===== config.mk =====
export PLATFORM = sky130hd
export DESIGN_NAME = pc_select_unit
export DESIGN_NICKNAME = d
export VERILOG_FILES = /design/src/rtl/pc_select_unit.sv
export SDC_FILE = /design/constraint.sdc
export NUM_CORES = 1
export LEC_CHECK = 0
export ABC_AREA = 0
export CELL_PAD_IN_SITES_DETAIL_PLACEMENT = 0
export CELL_PAD_IN_SITES_GLOBAL_PLACEMENT = 1
export CORE_ASPECT_RATIO = 1.2
export CORE_MARGIN = 1
export CORE_UTILIZATION = 37
export CTS_CLUSTER_SIZE = 12
export DETAILED_ROUTE_END_ITERATION = 10
export GPL_TIMING_DRIVEN = 0
export PLACE_DENSITY_LB_ADDON = 0.1
export SLEW_MARGIN = 15
export SYNTH_ARGS = -nofsm -noshare
export SYNTH_HDL_FRONTEND = slang
export SYNTH_SLANG_ARGS = --single-unit

===== constraint.sdc =====
create_clock -name clk -period 2.87 [get_ports clk]
set_clock_uncertainty 0.05 [all_clocks]
set_input_delay 0.7175 -clock clk [delete_from_list [all_inputs] [get_ports clk]]
set_output_delay 0.7175 -clock clk [all_outputs]
set_load 0.05 [all_outputs]

===== src/rtl/pc_select_unit.sv =====
// Program-counter stage: holds the fetch PC, selects the next address and keeps
// a circular return-address stack that predicts register returns.
module pc_select_unit #(
  parameter int              WIDTH        = 32,
  parameter logic [WIDTH-1:0] RESET_VECTOR = '0,
  parameter int              RAS_DEPTH    = 4,
  parameter int              ALIGN_BITS   = 2
) (
  input  logic             clk,
  input  logic             reset,
  input  logic             stall,
  input  logic             branch_taken,
  input  logic [WIDTH-1:0] branch_target,
  input  logic             jump,
  input  logic [WIDTH-1:0] jump_target,
  input  logic             jump_reg,
  input  logic [WIDTH-1:0] reg_target,
  input  logic             link,
  input  logic             ret,
  output logic [WIDTH-1:0] pc,
  output logic [WIDTH-1:0] pc_plus,
  output logic [WIDTH-1:0] ras_top,
  output logic             ras_empty,
  output logic             ras_full,
  output logic             mispredict,
  output logic             misaligned
);

  localparam int PTR_W = (RAS_DEPTH > 1) ? $clog2(RAS_DEPTH) : 1;
  localparam int CNT_W = $clog2(RAS_DEPTH + 1);
  localparam logic [WIDTH-1:0] STEP       = WIDTH'(1) << ALIGN_BITS;
  localparam logic [WIDTH-1:0] ALIGN_MASK = ~(STEP - WIDTH'(1));
  localparam logic [CNT_W-1:0] CNT_MAX    = CNT_W'(RAS_DEPTH);

  logic [WIDTH-1:0] pc_q, pc_d;
  logic [PTR_W-1:0] top_q, top_d;
  logic [CNT_W-1:0] count_q, count_d;
  logic [WIDTH-1:0] ras_q [RAS_DEPTH];
  logic [WIDTH-1:0] ras_d [RAS_DEPTH];
  logic             mispredict_q, mispredict_d;
  logic             misaligned_q, misaligned_d;
  logic [WIDTH-1:0] target;

  assign pc         = pc_q;
  assign pc_plus    = pc_q + STEP;
  assign ras_empty  = (count_q == '0);
  assign ras_full   = (count_q == CNT_MAX);
  assign ras_top    = ras_empty ? '0 : ras_q[top_q];
  assign mispredict = mispredict_q;
  assign misaligned = misaligned_q;

  always_comb begin
    // NOTE: every signal gets a default first so no path leaves it unassigned (no latches).
    pc_d         = pc_q;
    top_d        = top_q;
    count_d      = count_q;
    ras_d        = ras_q;
    mispredict_d = 1'b0;
    misaligned_d = 1'b0;

    if (jump_reg)          target = reg_target;
    else if (jump)         target = jump_target;
    else if (branch_taken) target = branch_target;
    else                   target = pc_plus;

    if (!stall) begin
      pc_d         = target & ALIGN_MASK;
      misaligned_d = |(target & ~ALIGN_MASK);
      // Prediction is judged against the stack as it stood before this cycle's update.
      mispredict_d = ret && jump_reg && (ras_empty || (ras_top != reg_target));

      if (link && ret) begin
        ras_d[top_q] = pc_plus;
      end else if (link) begin
        top_d        = top_q + PTR_W'(1);
        ras_d[top_d] = pc_plus;
        if (!ras_full) count_d = count_q + CNT_W'(1);
      end else if (ret && !ras_empty) begin
        top_d   = top_q - PTR_W'(1);
        count_d = count_q - CNT_W'(1);
      end
    end
  end

  // NOTE: sequential state uses non-blocking assignments only, so all flops update together.
  always_ff @(posedge clk) begin
    if (reset) begin
      pc_q         <= RESET_VECTOR;
      top_q        <= '0;
      count_q      <= '0;
      mispredict_q <= 1'b0;
      misaligned_q <= 1'b0;
      // NOTE: the stack entries are reset too, so no stale return address survives a reset.
      for (int i = 0; i < RAS_DEPTH; i++) ras_q[i] <= '0;
    end else begin
      pc_q         <= pc_d;
      top_q        <= top_d;
      count_q      <= count_d;
      mispredict_q <= mispredict_d;
      misaligned_q <= misaligned_d;
      ras_q        <= ras_d;
    end
  end

endmodule


==> impl_metrics.tcl <==
set metrics [dict create \
    status "finished with violations" \
    violations "negative setup slack" \
    rsz0062_at_grt "true" \
    worstHoldEndpoint "ras_q[112]" \
    antenna_found_initial 1 \
    vias 9470 \
    root_buffer "clkbuf_16" \
    grt_pass1_wl_um 59480 \
    report.final.hold_viol_count 0 \
    syn_inst 1029 \
    hold_path.class "flop to flop" \
    min_from "ras_q[112]" \
    r2r_end "ras_q[60]" \
    worst-path-max-fanout 4 \
    maxCapViolCount 0 \
    dieWidth_um 141.5 \
    use_met1_pct 42.15 \
    irDropWorstVdd_v 0.0004160 \
    crit_arrival_ps 2200 \
    syn_avg_cell_area_sq_um 8.395 \
    syn_area_sq_um 8638 \
    drc 0 \
    p_seq_share_pct 35.8 \
    place_congestion 0.9416 \
    htreeDepth 4 \
    die_y_um 169.4 \
    cts.reportedPaths.clkPinSlew_ps 70 \
    hold_buffers 0 \
    ys_types 65 \
    tns_ps -565.7 \
    synthFlopType "dfxtp_1" \
    synth.top_cells.by_area "dfxtp_1 36%, a211oi_1 11%, nor2_1 7.5%" \
    finalNetCount 1453 \
    synth_top_cell_by_area "dfxtp_1" \
    regToRegStartpoint "top_q[1]" \
    ant_nets 0 \
    critical_path_class "flop to output port" \
    tightest_slew_ps 1063 \
    cp.required_ps 2100 \
    synth-async-reset-ratio_pct 0 \
    max_slew_margin_pct 28.85 \
    cts_tree "built" \
    layout_worst_path_cycle_share_pct 103.5 \
    drive_above_1_share_pct 27.10 \
    clockBufferDepth 2 \
    finalCriticalPeriod_ps 2972 \
    fp.dieArea_sq_um 23960 \
    r2r_cells 11 \
    avgRoutedWirePerCell_um 24.42 \
    p_comb_share_pct 28.8 \
    slew_violations 0 \
    io_buffers 195 \
    p_per_area_nw_per_um2 504.2 \
    grt_pass1_vias 9329 \
    drt-vias-per-instance 5.688 \
    p_int_mw 4.329 \
    final_cell_mix "164 x nor2_1, 135 x clkdlybuf4s50_1, 129 x dfxtp_1" \
    grt_max_degree 18 \
    drt-initial-drc-count 703 \
    end_kind "output port" \
    dr.pass1.iters 5 \
    mostFrequentLayoutCell "nor2_1" \
    clk_latency_ps 450 \
    post-dp-hpwl_um 29280 \
    syn_to_final_growth_pct 54.08 \
    max_freq_ghz 0.3365 \
    setup_violations 11 \
    grt_use_met3_pct 5.587 \
    cts_num_sinks 157 \
    rows 60 \
    p_switching_mw 2.382 \
    top_usage_layer "met2" \
    critPathLaunchType "flop" \
    synth_edf_count 0 \
    clock_power_share_pct 35.4 \
    hold_depth 2 \
    yosys_warnings 0 \
    finalWorstSetupSlack_ps -101.6 \
    grt_usage_pct 34.34 \
    grtUsageMet2_pct 57.47 \
    cts_buffers 17 \
    core_sq_um 22670 \
    ys_seq_area_share_pct 36.38 \
    ys_ff_latch 157 \
    ios 204 \
    leakagePower_nw 5.109 \
    grt_overflow 0 \
    power_switching_share_pct 35.50 \
    synth_top_area_share_pct 36.38 \
    reg2reg_slack_ps 100 \
    hold-worst-slack_ps 448.4 \
    start_util_pct 38.10 \
    finalWirelength_um 40660 \
]
layer usage:
layer  share of wire [%]  vias to the layer above
met5                   0                        -
met4                 4.5                        0
met3                 5.3                       99
met2                  49                      390
met1                  41                     4633
li1                    -                     4348
metrics by stage:
step | util [%] | worst slack (ps) | power [mW] | cells | instance area [sq um]
2_1_floorplan | - | -1.055 | 3.407 | 1034 | 8687
3_3_place_gp | 48.64 | -922.3 | 4.085 | 1539 | 11030
3_5_place_dp | 48.64 | -950.4 | 4.097 | 1539 | 11030
4_1_cts | 57.02 | -145.9 | 6.635 | 1627 | 12930
5_1_grt | 58.71 | -155.2 | 6.904 | 1665 | 13310
6_report | 58.71 | -101.6 | 6.711 | 1665 | 13310
synthesized netlist by cell type, types with 3 or more instances:
cell type    n
buf_1        7
xnor2_1     26
nor3b_1      4
and4_1       3
mux2i_1     44
xor2_1      15
nand4_1      6
a211oi_1   128
o2111ai_1    4
clkbuf_1    57
a211o_1      4
mux4_1       5
mux2_2      12
a2bb2oi_1    3
a21oi_1     24
buf_2       10
nor2_1     172
o221ai_1     8
and2_1      16
o211ai_1    14
o21ai_0     42
dfxtp_1    157
nor3_1       9
mux4_2      12
a22oi_1      5
and3_1      15
nor4_1       3
inv_1       54
nand2_1     63
ha_1         7
buf_6        3
o22ai_1     17
a31oi_1      9
nand3_1     24
buf_4        6
o211a_1      5
worst max path at each step:
stage	from	end	slack, ps	depth (start not counted)
after floorplan	pc[7]	pc_plus[27]	-1	6
after global placement	count_q[0]	ras_top[19]	-920	6
after detailed placement	count_q[0]	ras_top[19]	-950	6
after CTS	pc[12]	pc_plus[29]	-150	7
after global routing	pc[2]	pc_plus[31]	-160	8
final	pc[3]	pc_plus[24]	-100	9
state kept, by name (all words and copies together) (netlist names):
| name | count |
|---|---|
| count_q | 3 |
| misaligned | 1 |
| mispredict | 1 |
| pc | 30 |
| ras_q | 120 |
| top_q | 2 |
cell type report:
cell class              count  area (sq um)
inverters                  55         210.2
diodes                      1         2.502
multi-input cells         739          5723
flip-flops and latches    157          3231
clock buffers              18         439.2
repair buffers            290          2664
well taps                 310         387.9
plain buffers              81         485.5
clock inverters            14         167.7
fillers                  2124          9361
logic make-up after synthesis:
logic type / count (synthesis) / share of synthesized area, %
AND/OR/NAND/NOR: 329 / 17.14
AO/OA/AOI/OAI: 282 / 23.06
flip-flops: 157 / 36.38
buffers and inverters: 138 / 6.663
multiplexers: 73 / 11.31
XOR/XNOR: 41 / 4.157
adder cells (fa/ha/maj): 8 / 1.246
other: 1 / 0.04341
what timing repair did:
item | CTS | global route
cloned | 1 | 0
gates resized for setup | 519 | 53
setup endpoints to repair | 144 | 99
buffers inserted | 56 | 39
pin swaps | 35 | 31
power groups by stage:
| stage | Sequential, mW | Combinational (mW) | Clock (mW) |
|---|---|---|---|
| floorplan | 2.53 | 0.874 | 0 |
| global placement | 2.45 | 1.64 | 0 |
| detailed placement | 2.45 | 1.65 | 0 |
| CTS | 2.41 | 1.86 | 2.37 |
| global route | 2.42 | 2.03 | 2.46 |
| finish | 2.41 | 1.93 | 2.38 |
critical path, cell delays in order, from the launching register on:
cell and delay, ps:
dfxtp_4 380, ha_4 160, nand3_4 100, nor2_4 230
nand3_4 200, buf_12 210, nor2_4 130, xnor2_4 130
inv_1 70, buf_6 150
Power figures use the tool's default switching activity.
==> edit (same settings) <==
Remove the register `mispredict_q`: a continuous assignment takes its place, so the output `mispredict` follows one clock earlier.
--- a/src/rtl/pc_select_unit.sv
+++ b/src/rtl/pc_select_unit.sv
@@ -88,7 +88,6 @@
       pc_q         <= RESET_VECTOR;
       top_q        <= '0;
       count_q      <= '0;
-      mispredict_q <= 1'b0;
       misaligned_q <= 1'b0;
       // NOTE: the stack entries are reset too, so no stale return address survives a reset.
       for (int i = 0; i < RAS_DEPTH; i++) ras_q[i] <= '0;
@@ -96,11 +95,12 @@
       pc_q         <= pc_d;
       top_q        <= top_d;
       count_q      <= count_d;
-      mispredict_q <= mispredict_d;
       misaligned_q <= misaligned_d;
       ras_q        <= ras_d;
     end
   end
 
+  assign mispredict_q = mispredict_d;
+
 endmodule
 
Behaviour: not the same (a bounded check fails within 4 cycles, from zero or initial values and one cycle with reset high).
==> edit against the original RTL <==
  * The flow still finishes with violations (setup timing)
  * Power is 1.3% lower
  * Clock power down 9.2%
  * Global-route usage is 0.77 points higher
  * Area after synthesis increased by 2.4%
  * Maximum frequency decreased by 19%
  * Setup slack worse by 0.68 ns
  * Combinational power is 6% higher
  * Register-to-register slack worse by 0.06 ns
  * Count of clock-buffer cells in the layout did not move
  * Cell area is 2.2% higher
  * Hold slack got worse by 0.0012 ns
  * Sequential cell count fell by 1
  * Wire length up 4.6%
  * Critical path type unchanged
  * Largest cell class unchanged
==> edit: results (changes against the original RTL) <==
Via count: 9860 (+4.1%)
First-pass GRT wire length: 61500 µm (+3.4%)
Critical path's top delay family: compound AO/OA/AOI/OAI gates
Worst Hold End: ras_q[121]
Largest register FFs: 120 (unchanged)
DP HPWL: 31000 µm (+5.8%)
Buffers on Ports: 192 (-1.5%)
Net Sw Power: 2.38 mW (about the same)
Number of global-route vias before repair: 9426 (+1.0%)
Synth area leaders: dfxtp_1 (35%), a211oi_1 (11%), nor2_1 (7.1%)
Detailed-route wire length: 42500 µm (+4.6%)
Leak: 5.19 nW (+1.5%)
Critical path's slowest cell: mux4_2
CP max stage delay: 0.56 ns (+0.18 ns)
Non-filler cells, final: 1655 (-0.60%)
Setup WS pre-CTS: -1.55 ns (-0.604 ns)
CP max FO: 6 (+2)
Maximum vdd drop: 0.339 mV (-19%)
Routability congestion estimate: 0.947 (+0.52%)
Worst r2r dst: ras_q[27]
Least-Margin Pin Slew: 0.817 ns (-0.246 ns)
Synth warnings: 0 (unchanged)
Worst hold slack: 0.447 ns (-0.00118 ns)
Initial antenna violation count: 1 (unchanged)
Min-delay src: ras_q[121]
Root Driver: clkbuf_16
Worst Setup EP: mispredict
HP Class: flip-flop to flip-flop
Sequential element share of the synthesized area: 35.3% (-1.1 points)
Max H-tree Level: 4 (unchanged)
Critical R2R Launch: top_q[0]
Outcome: complete, but fails checks
Reg with most FFs: ras_q
Synthesized area per cell: 8.61 µm² (+2.6%)
Detailed Route Iter0 Violations: 820 (+17%)
Hold path cells: 2 (unchanged)
Post-synth cell types: 76 (+17%)
Pre-Repair DR Iteration Count: 5 (unchanged)
Layout Nets: 1439 (-0.96%)
# setup viols final: 25 (+14)
Filler instances: 2165 (+1.9%)
Layout cells sized above 1: 29.8% (+2.7 points)
Tot GR Track Use: 35.1% (+0.77 points)
Antenna cell count: 0 (-1)
Final worst slack: -0.784 ns (-0.682 ns)
Largest net degree at the start of global routing: 17 (-1)
R2R setup slack: 0.04 ns (-0.06 ns)
Crit path from: top_q[1]
Worst Reg-to-Reg Cells: 9 (-2)
Violated checks: setup timing
Most common library cells after synthesis: nor2_1 (167), dfxtp_1 (156), a211oi_1 (126)
CTS Buf Count: 17 (unchanged)
Clk buf depth: 2 (unchanged)
[edit: cell count changes after synthesis, sizes merged, moves of 6 or more]
cell    before  now
nor2       173  167
o21ai       42   27
xor2        15    7
nor4         3   15
a221oi       1   15
nand2       63   54
nand3       24   10
[edit: logic make-up after synthesis]
group | synth area share, %
flops | 35.3
compound gates | 23.6
mux | 11.1
xor+xnor | 3.46
other cells | 0.0424
buf+inv | 7.62
simple gates | 17.6
fa+ha+maj | 1.22
[edit: final cells by class]
class / instances / area share [%]
buffer: 83 / 4.30
sequential: 156 / 23.5
multi-input combinational: 729 / 43.9
clock buffer: 18 / 3.23
tap: 315 / 2.90
timing repair buffer: 279 / 19.6
inverter: 61 / 1.77
clock inverter: 14 / 0.809
[edit: per-layer routing]
layer  track usage [%]  vias up  share of wire (%)
met4              15.9        2                4.2
met5                 0        -              0.033
met1              44.4     4768                 40
met2              57.2      605                 47
li1                  -     4365                  -
met3              7.27      120                8.9
[edit: through the flow]
stage / power, mW / utilization [%] / cell area (µm²) / setup TNS (ns)
final: 6.62 / 58.3 / 13600 / -4.78
after global routing: 6.82 / 58.3 / 13600 / -6.17
after CTS: 6.48 / 55.8 / 13000 / -6.04
after detailed placement: 4.16 / 48.3 / 11300 / -60.42
after global placement: 4.16 / 48.3 / 11300 / -59.94
after floorplan: 3.45 / - / 8960 / -0.101
[edit: timing repair]
action,CTS,global route
resized for setup,480,126
pin swaps,32,31
setup endpoints to repair,121,91
buffers inserted,50,35
cloned,1,1
[edit: power groups by stage]
stage	registers, mW	clock network, mW	logic (mW)
global placement	2.44	0	1.71
floorplan	2.53	0	0.926
finish	2.42	2.16	2.04
CTS	2.41	2.16	1.91
detailed placement	2.45	0	1.71
global route	2.43	2.26	2.12
